$ cat src/rtl/ht_head_table.sv
// Head-pointer lookup stage: reads the per-bucket head pointer and forwards the command with it.
// Define HT_HEAD_TABLE_INIT_EN to zero the table with a sweep after reset.
module ht_head_table #(
  parameter int unsigned KEY_WIDTH      = 32,
  parameter int unsigned VALUE_WIDTH    = 32,
  parameter int unsigned BUCKET_WIDTH   = 4,
  parameter int unsigned HEAD_PTR_WIDTH = 8,
  parameter type         ht_opcode_t    = logic [1:0]
) (
  input  logic                      clk_i,
  input  logic                      rst_i,
  input  logic [KEY_WIDTH-1:0]      in_key,
  input  logic [VALUE_WIDTH-1:0]    in_value,
  input  ht_opcode_t                in_opcode,
  input  logic [BUCKET_WIDTH-1:0]   in_bucket,
  input  logic                      in_valid,
  output logic                      in_ready,
  output logic [KEY_WIDTH-1:0]      out_key,
  output logic [VALUE_WIDTH-1:0]    out_value,
  output ht_opcode_t                out_opcode,
  output logic [BUCKET_WIDTH-1:0]   out_bucket,
  output logic [HEAD_PTR_WIDTH-1:0] out_head_ptr,
  output logic                      out_head_ptr_val,
  output logic                      out_valid,
  input  logic                      out_ready,
  input  logic                      upd_valid,
  input  logic [BUCKET_WIDTH-1:0]   upd_bucket,
  input  logic [HEAD_PTR_WIDTH-1:0] upd_head_ptr,
  input  logic                      upd_head_ptr_val
);

  localparam int unsigned Depth = 1 << BUCKET_WIDTH;

  typedef enum logic [0:0] {StInit, StRun} state_e;

  state_e                    state_q;
  logic [BUCKET_WIDTH-1:0]   init_cnt_q;
  logic [HEAD_PTR_WIDTH:0]   mem_q [Depth];
  logic [HEAD_PTR_WIDTH:0]   ram_rd_q;

  logic                      s1_valid_q;
  logic                      s1_fresh_q;
  logic [HEAD_PTR_WIDTH:0]   s1_hold_q;
  logic [KEY_WIDTH-1:0]      s1_key_q;
  logic [VALUE_WIDTH-1:0]    s1_value_q;
  ht_opcode_t                s1_opcode_q;
  logic [BUCKET_WIDTH-1:0]   s1_bucket_q;

  logic                      run;
  logic                      upd_en;
  logic                      acc;
  logic                      out_adv;
  logic                      wr_en;
  logic [BUCKET_WIDTH-1:0]   wr_addr;
  logic [HEAD_PTR_WIDTH:0]   wr_data;
  logic [HEAD_PTR_WIDTH:0]   s1_entry;
  logic [HEAD_PTR_WIDTH:0]   s1_patched;

  always_comb begin
    run      = (state_q == StRun) && !rst_i;
    upd_en   = upd_valid && (state_q == StRun);
    out_adv  = !out_valid || out_ready;
    in_ready = run && !(s1_valid_q && !out_adv);
    acc      = in_valid && in_ready;

    wr_en    = upd_en;
    wr_addr  = upd_bucket;
    wr_data  = {upd_head_ptr_val, upd_head_ptr};
    if (state_q == StInit) begin
      wr_en   = 1'b1;
      wr_addr = init_cnt_q;
      wr_data = '0;
    end

    // S1 data lives in the RAM output register only on its first cycle, then in the hold copy.
    s1_entry   = s1_fresh_q ? ram_rd_q : s1_hold_q;
    s1_patched = s1_entry;
    if (upd_en && (upd_bucket == s1_bucket_q)) begin
      s1_patched = {upd_head_ptr_val, upd_head_ptr};
    end
  end

  // Table storage with write-first bypass on the read port; intentionally not reset.
  always_ff @(posedge clk_i) begin
    if (wr_en) begin
      mem_q[wr_addr] <= wr_data;
    end
    ram_rd_q <= (wr_en && (wr_addr == in_bucket)) ? wr_data : mem_q[in_bucket];
  end

  always_ff @(posedge clk_i or posedge rst_i) begin
    if (rst_i) begin
`ifdef HT_HEAD_TABLE_INIT_EN
      state_q <= StInit;
`else
      state_q <= StRun;
`endif
      init_cnt_q <= '0;
    end else if (state_q == StInit) begin
      init_cnt_q <= init_cnt_q + BUCKET_WIDTH'(1);
      if (init_cnt_q == '1) begin
        state_q <= StRun;
      end
    end
  end

  always_ff @(posedge clk_i or posedge rst_i) begin
    if (rst_i) begin
      s1_valid_q       <= 1'b0;
      s1_fresh_q       <= 1'b0;
      s1_hold_q        <= '0;
      s1_key_q         <= '0;
      s1_value_q       <= '0;
      s1_opcode_q      <= '0;
      s1_bucket_q      <= '0;
      out_valid        <= 1'b0;
      out_key          <= '0;
      out_value        <= '0;
      out_opcode       <= '0;
      out_bucket       <= '0;
      out_head_ptr     <= '0;
      out_head_ptr_val <= 1'b0;
    end else begin
      if (out_adv) begin
        out_valid <= s1_valid_q;
        if (s1_valid_q) begin
          out_key          <= s1_key_q;
          out_value        <= s1_value_q;
          out_opcode       <= s1_opcode_q;
          out_bucket       <= s1_bucket_q;
          out_head_ptr     <= s1_patched[HEAD_PTR_WIDTH-1:0];
          out_head_ptr_val <= s1_patched[HEAD_PTR_WIDTH];
        end
      end

      if (acc) begin
        s1_valid_q  <= 1'b1;
        s1_fresh_q  <= 1'b1;
        s1_key_q    <= in_key;
        s1_value_q  <= in_value;
        s1_opcode_q <= in_opcode;
        s1_bucket_q <= in_bucket;
      end else if (s1_valid_q && out_adv) begin
        s1_valid_q <= 1'b0;
      end else if (s1_valid_q) begin
        s1_hold_q  <= s1_patched;
        s1_fresh_q <= 1'b0;
      end
    end
  end

endmodule

$ cat config.mk
export PLATFORM = sky130hd
export DESIGN_NAME = ht_head_table
export DESIGN_NICKNAME = d
export VERILOG_FILES = /design/src/rtl/ht_head_table.sv
export SDC_FILE = /design/constraint.sdc
export NUM_CORES = 1
export LEC_CHECK = 0
export ABC_AREA = 1
export BUFFER_PORTS_ARGS = -buffer_cell sky130_fd_sc_hd__buf_2
export CORE_MARGIN = 5
export CORE_UTILIZATION = 60
export CTS_BUF_LIST = sky130_fd_sc_hd__clkbuf_4 sky130_fd_sc_hd__clkbuf_8
export CTS_CLUSTER_SIZE = 24
export DETAILED_ROUTE_END_ITERATION = 16
export PLACE_DENSITY_LB_ADDON = 0.2
export RECOVER_POWER = 25
export SKIP_CTS_REPAIR_TIMING = 1
export SLEW_MARGIN = 20
export SYNTH_ARGS = -nofsm -noshare
export SYNTH_HDL_FRONTEND = slang
export SYNTH_SLANG_ARGS = --single-unit
$ cat constraint.sdc
create_clock -name clk_i -period 10.05 [get_ports clk_i]
set_input_delay 1.5075 -clock clk_i [delete_from_list [all_inputs] [get_ports clk_i]]
set_output_delay 1.5075 -clock clk_i [all_outputs]
set_load 0.05 [all_outputs]
==> metrics list <==
* Worst min path class: reg -> reg
- Latest clock arrival within the worst-skew pair: 0.56 ns
* Deepest level of the CTS H-tree: 2
* Leakage power: 7.24 nW
* Power, Total: 3.37 mW
* Synth warnings: 0
- In the finished design, the share of the clock period the worst path needs comes to 0.427.
* Vias in the first global route: 9,386
- Max-cap violations in this run came to 0.
* Highest ir drop seen on vdd: 0.000179 V
- Across all setup checks in the final design, the least slack found is 5.76 ns.
* Final max-slew violation count: 0
- Setup repair after global routing left no endpoint under its margin.
* Pin count of the biggest net entering global routing: 129
- CTS tree: built
- Tightest Pin Transition: 1.02 ns
* Nets: 1,548
- In this run the most critical hold path is launched from s1_key_q[27].
- Largest cells by area after synthesis: sky130_fd_sc_hd__edfxtp_1 33%, sky130_fd_sc_hd__dfrtp_1 32%, sky130_fd_sc_hd__nand2_1 13%
- Global-route wire length before repair: 46.9 mm
* Result of the run: finished, final reports clean
- CORE AREA: 21,600 µm²
- For this run, the register share of the synthesized area comes to 0.656.
- The floorplan has 54 rows.
* Critical Path Start Type: input pin
- M3 GR Usage: 0.0784
- Summed over all nets, the half-perimeter wirelength after detailed placement is 18.4 mm.
- For the worst flop-to-flop path, the logic depth is 5.
- EDFF count, synth: 144
- Of the cells placed in the final design, the portion with a size suffix greater than 1 is 0.217.
- Routed len/inst: 16.5 µm
- Hold slack: 0.454 ns
- The worst path needs 4.29 ns of the cycle, external delays included.
- Net count after synthesis: 1,385
- After detailed routing, the total wire length is 29.2 mm.
* Post-synthesis average cell area: 10.1 µm²
- Clock tree synthesis selected as its root buffer the cell sky130_fd_sc_hd__clkbuf_8.
* Number of clock buffers inserted by TritonCTS: 48
- Data required time of the worst path: 8.54 ns
- Worst r2r src: state_q
- Signed area change from the synthesized netlist to the final layout: 13.9%
- Routability-driven placement finished with a final weighted congestion of 0.813.
- Fraction of registers with async set or reset after synthesis: 0.529
* Clock transition at the registers of the reported paths: 0.06 ns
* Post-Route Utilization: 0.687
- Met2 capacity usage during global routing: 0.398
- For this run, global-route usage on met1 was measured as 0.302.
* Placed inst area: 13,900 µm²
- Starting utilization of the core area: 0.603
- Synth top area share: 0.331
- Setup violations remaining at the end of the flow were counted as 0.
* Number of storage elements in the synthesis netlist: 314
- Max Fclk: 233 MHz
- The commonest cells after synthesis are 437 x sky130_fd_sc_hd__nand2_1, 165 x sky130_fd_sc_hd__dfrtp_1, 145 x sky130_fd_sc_hd__inv_1.
- Chip height: 157 µm
- Count of fill cells added during filler insertion: 1,689
* Finished layout cell area: 14,900 µm²
- The worst register-to-register path ends at mem_q[0][5].
- Most frequently used cell type in the post-synthesis netlist: sky130_fd_sc_hd__nand2_1
- After detailed routing, the number of remaining DRC violations is 0.
- Worst-case hold path end point: out_key[27]
* Synth Instances: 1,296
- The worst pin sits at a relative slew slack of 0.316.
- Worst setup slack before clock tree synthesis: 5.74 ns
* Total die area: 24,800 µm²
- Layer with the highest usage after global routing: met2
* Worst reg2reg setup slack: 7.04 ns
- Post-synthesis cell type with the largest combined area: sky130_fd_sc_hd__edfxtp_1
* Category of the most critical setup path: in -> out
* Hold violation count in the final report: 0
- In this run the cell area of the synthesized design comes to 13,000 µm².
- In this run the horizontal extent of the chip is 157 µm.
* Critical path fanouts, max: 89
- Category of the worst setup path capture point: primary output
- Clock Tree Buf Depth: 3
- Number of cells on the worst hold path: 2
* Setup TNS: 0 ns
- # placed instances: 1,688
- Number of sinks on the clock net: 314
- In this run the power density over the cells is 227 nW/µm².
* Number of standard cells in the final layout excluding fillers: 1,773
- Worst setup skew after layout: 0.0242 ns
* Initial antenna violation count: 4
- The count of nets left with antenna violations once routing finished came out at 0.
* Number of buffers inserted by port buffering: 168
* Vias after detailed routing: 9,105
- The first detailed-routing pass took 5 iterations.
- At the worst endpoint, the arrival time is 2.78 ns.
- The most used flip-flop cell after synthesis is sky130_fd_sc_hd__dfrtp_1.
* Total congestion overflow after global routing: 0
* Total track usage: 0.240
- After the first detailed-routing iteration, the DRC count stood at 719.
* Vias per std cell: 5.14
- Yosys mapped the design onto 31 distinct sky130hd cell types.
* IO Count: 169
==> how the worst max path moves through the flow <==
stage          slack, ns        to   from
6_report            5.76  in_ready  rst_i
5_1_grt             5.58  in_ready  rst_i
4_1_cts             5.74  in_ready  rst_i
3_5_place_dp        5.74  in_ready  rst_i
3_3_place_gp        5.74  in_ready  rst_i
2_1_floorplan       3.03  in_ready  rst_i
==> power by group <==
part | switching [mW] | internal [mW] | leakage [nW] | total (mW)
clock network | 0.464 | 0.571 | 0.500 | 1.04
logic | 0.578 | 0.177 | 3.45 | 0.755
registers | 0.0804 | 1.50 | 3.29 | 1.58
==> flip-flops by register name, summed over array words and instances, names as in the netlist, 4 cells and up, named ones only <==
signal and count:
s1_bucket_q 4, mem_q 144, s1_hold_q 9, s1_value_q 32, out_head_ptr 8, out_value 32, init_cnt_q 4, out_bucket 4
s1_key_q 32, out_key 32
==> cells by family after synthesis <==
logic type | after synthesis | share of synthesized area
buffers and inverters | 213 | 0.0749
AO/OA/AOI/OAI | 104 | 0.0512
AND/OR/NAND/NOR | 641 | 0.197
flip-flops | 314 | 0.656
XOR/XNOR | 2 | 0.00134
multiplexers | 21 | 0.0181
adder cells (fa/ha/maj) | 1 | 0.000959
==> placed cells by master, fill, tap and decap left out <==
cell type,netlist,final
sky130_fd_sc_hd__clkbuf_4,0,27
sky130_fd_sc_hd__o22ai_1,1,1
sky130_fd_sc_hd__nand2_4,1,2
sky130_fd_sc_hd__clkinvlp_4,0,2
sky130_fd_sc_hd__buf_2,14,163
sky130_fd_sc_hd__o21ai_0,50,50
sky130_fd_sc_hd__ha_1,1,1
sky130_fd_sc_hd__clkinv_1,2,3
sky130_fd_sc_hd__buf_16,0,1
sky130_fd_sc_hd__edfxtp_1,144,144
sky130_fd_sc_hd__dfxtp_2,0,1
sky130_fd_sc_hd__dfstp_1,0,1
sky130_fd_sc_hd__inv_2,3,3
sky130_fd_sc_hd__nand3_2,1,1
sky130_fd_sc_hd__a21oi_1,14,14
sky130_fd_sc_hd__clkbuf_8,0,52
sky130_fd_sc_hd__nor2_4,2,2
sky130_fd_sc_hd__inv_6,0,1
sky130_fd_sc_hd__xor2_1,1,1
sky130_fd_sc_hd__dfrtp_1,165,165
sky130_fd_sc_hd__mux2_2,21,21
sky130_fd_sc_hd__or2_2,2,2
sky130_fd_sc_hd__clkbuf_1,19,5
sky130_fd_sc_hd__nand4_1,1,1
sky130_fd_sc_hd__dfxtp_1,4,3
sky130_fd_sc_hd__buf_4,13,4
sky130_fd_sc_hd__nand3_1,105,105
sky130_fd_sc_hd__buf_6,13,2
sky130_fd_sc_hd__inv_1,145,144
sky130_fd_sc_hd__a21oi_2,39,39
sky130_fd_sc_hd__inv_4,1,1
sky130_fd_sc_hd__xnor2_1,1,1
sky130_fd_sc_hd__nand2_1,437,437
sky130_fd_sc_hd__nor2_1,91,91
sky130_fd_sc_hd__diode_2,0,2
==> final cells by class <==
class,count,area [µm²],share of cell area
multi-input cells,769,3520,0.237
clock inverters,3,18.8,0.00126
flip-flops and latches,314,8560,0.576
clock buffers,79,918,0.0618
well taps,280,350,0.0236
repair buffers,175,915,0.0616
diodes,2,5.00,0.000337
inverters,151,574,0.0387
==> layer usage <==
metal,vias up,part of all wire,routed length (µm)
met5,-,0.0011,31
met4,4,0.026,769
met3,75,0.088,2560
met2,283,0.50,14500
met1,4311,0.39,11400
li1,4432,-,-
==> worst max-delay path, stage by stage <==
cell                       delay [ns]
sky130_fd_sc_hd__clkbuf_1        0.11
sky130_fd_sc_hd__inv_6           0.55
sky130_fd_sc_hd__nand3_2         0.16
sky130_fd_sc_hd__inv_2           0.13
sky130_fd_sc_hd__buf_2           0.27
(Power assumes the default switching activity.)
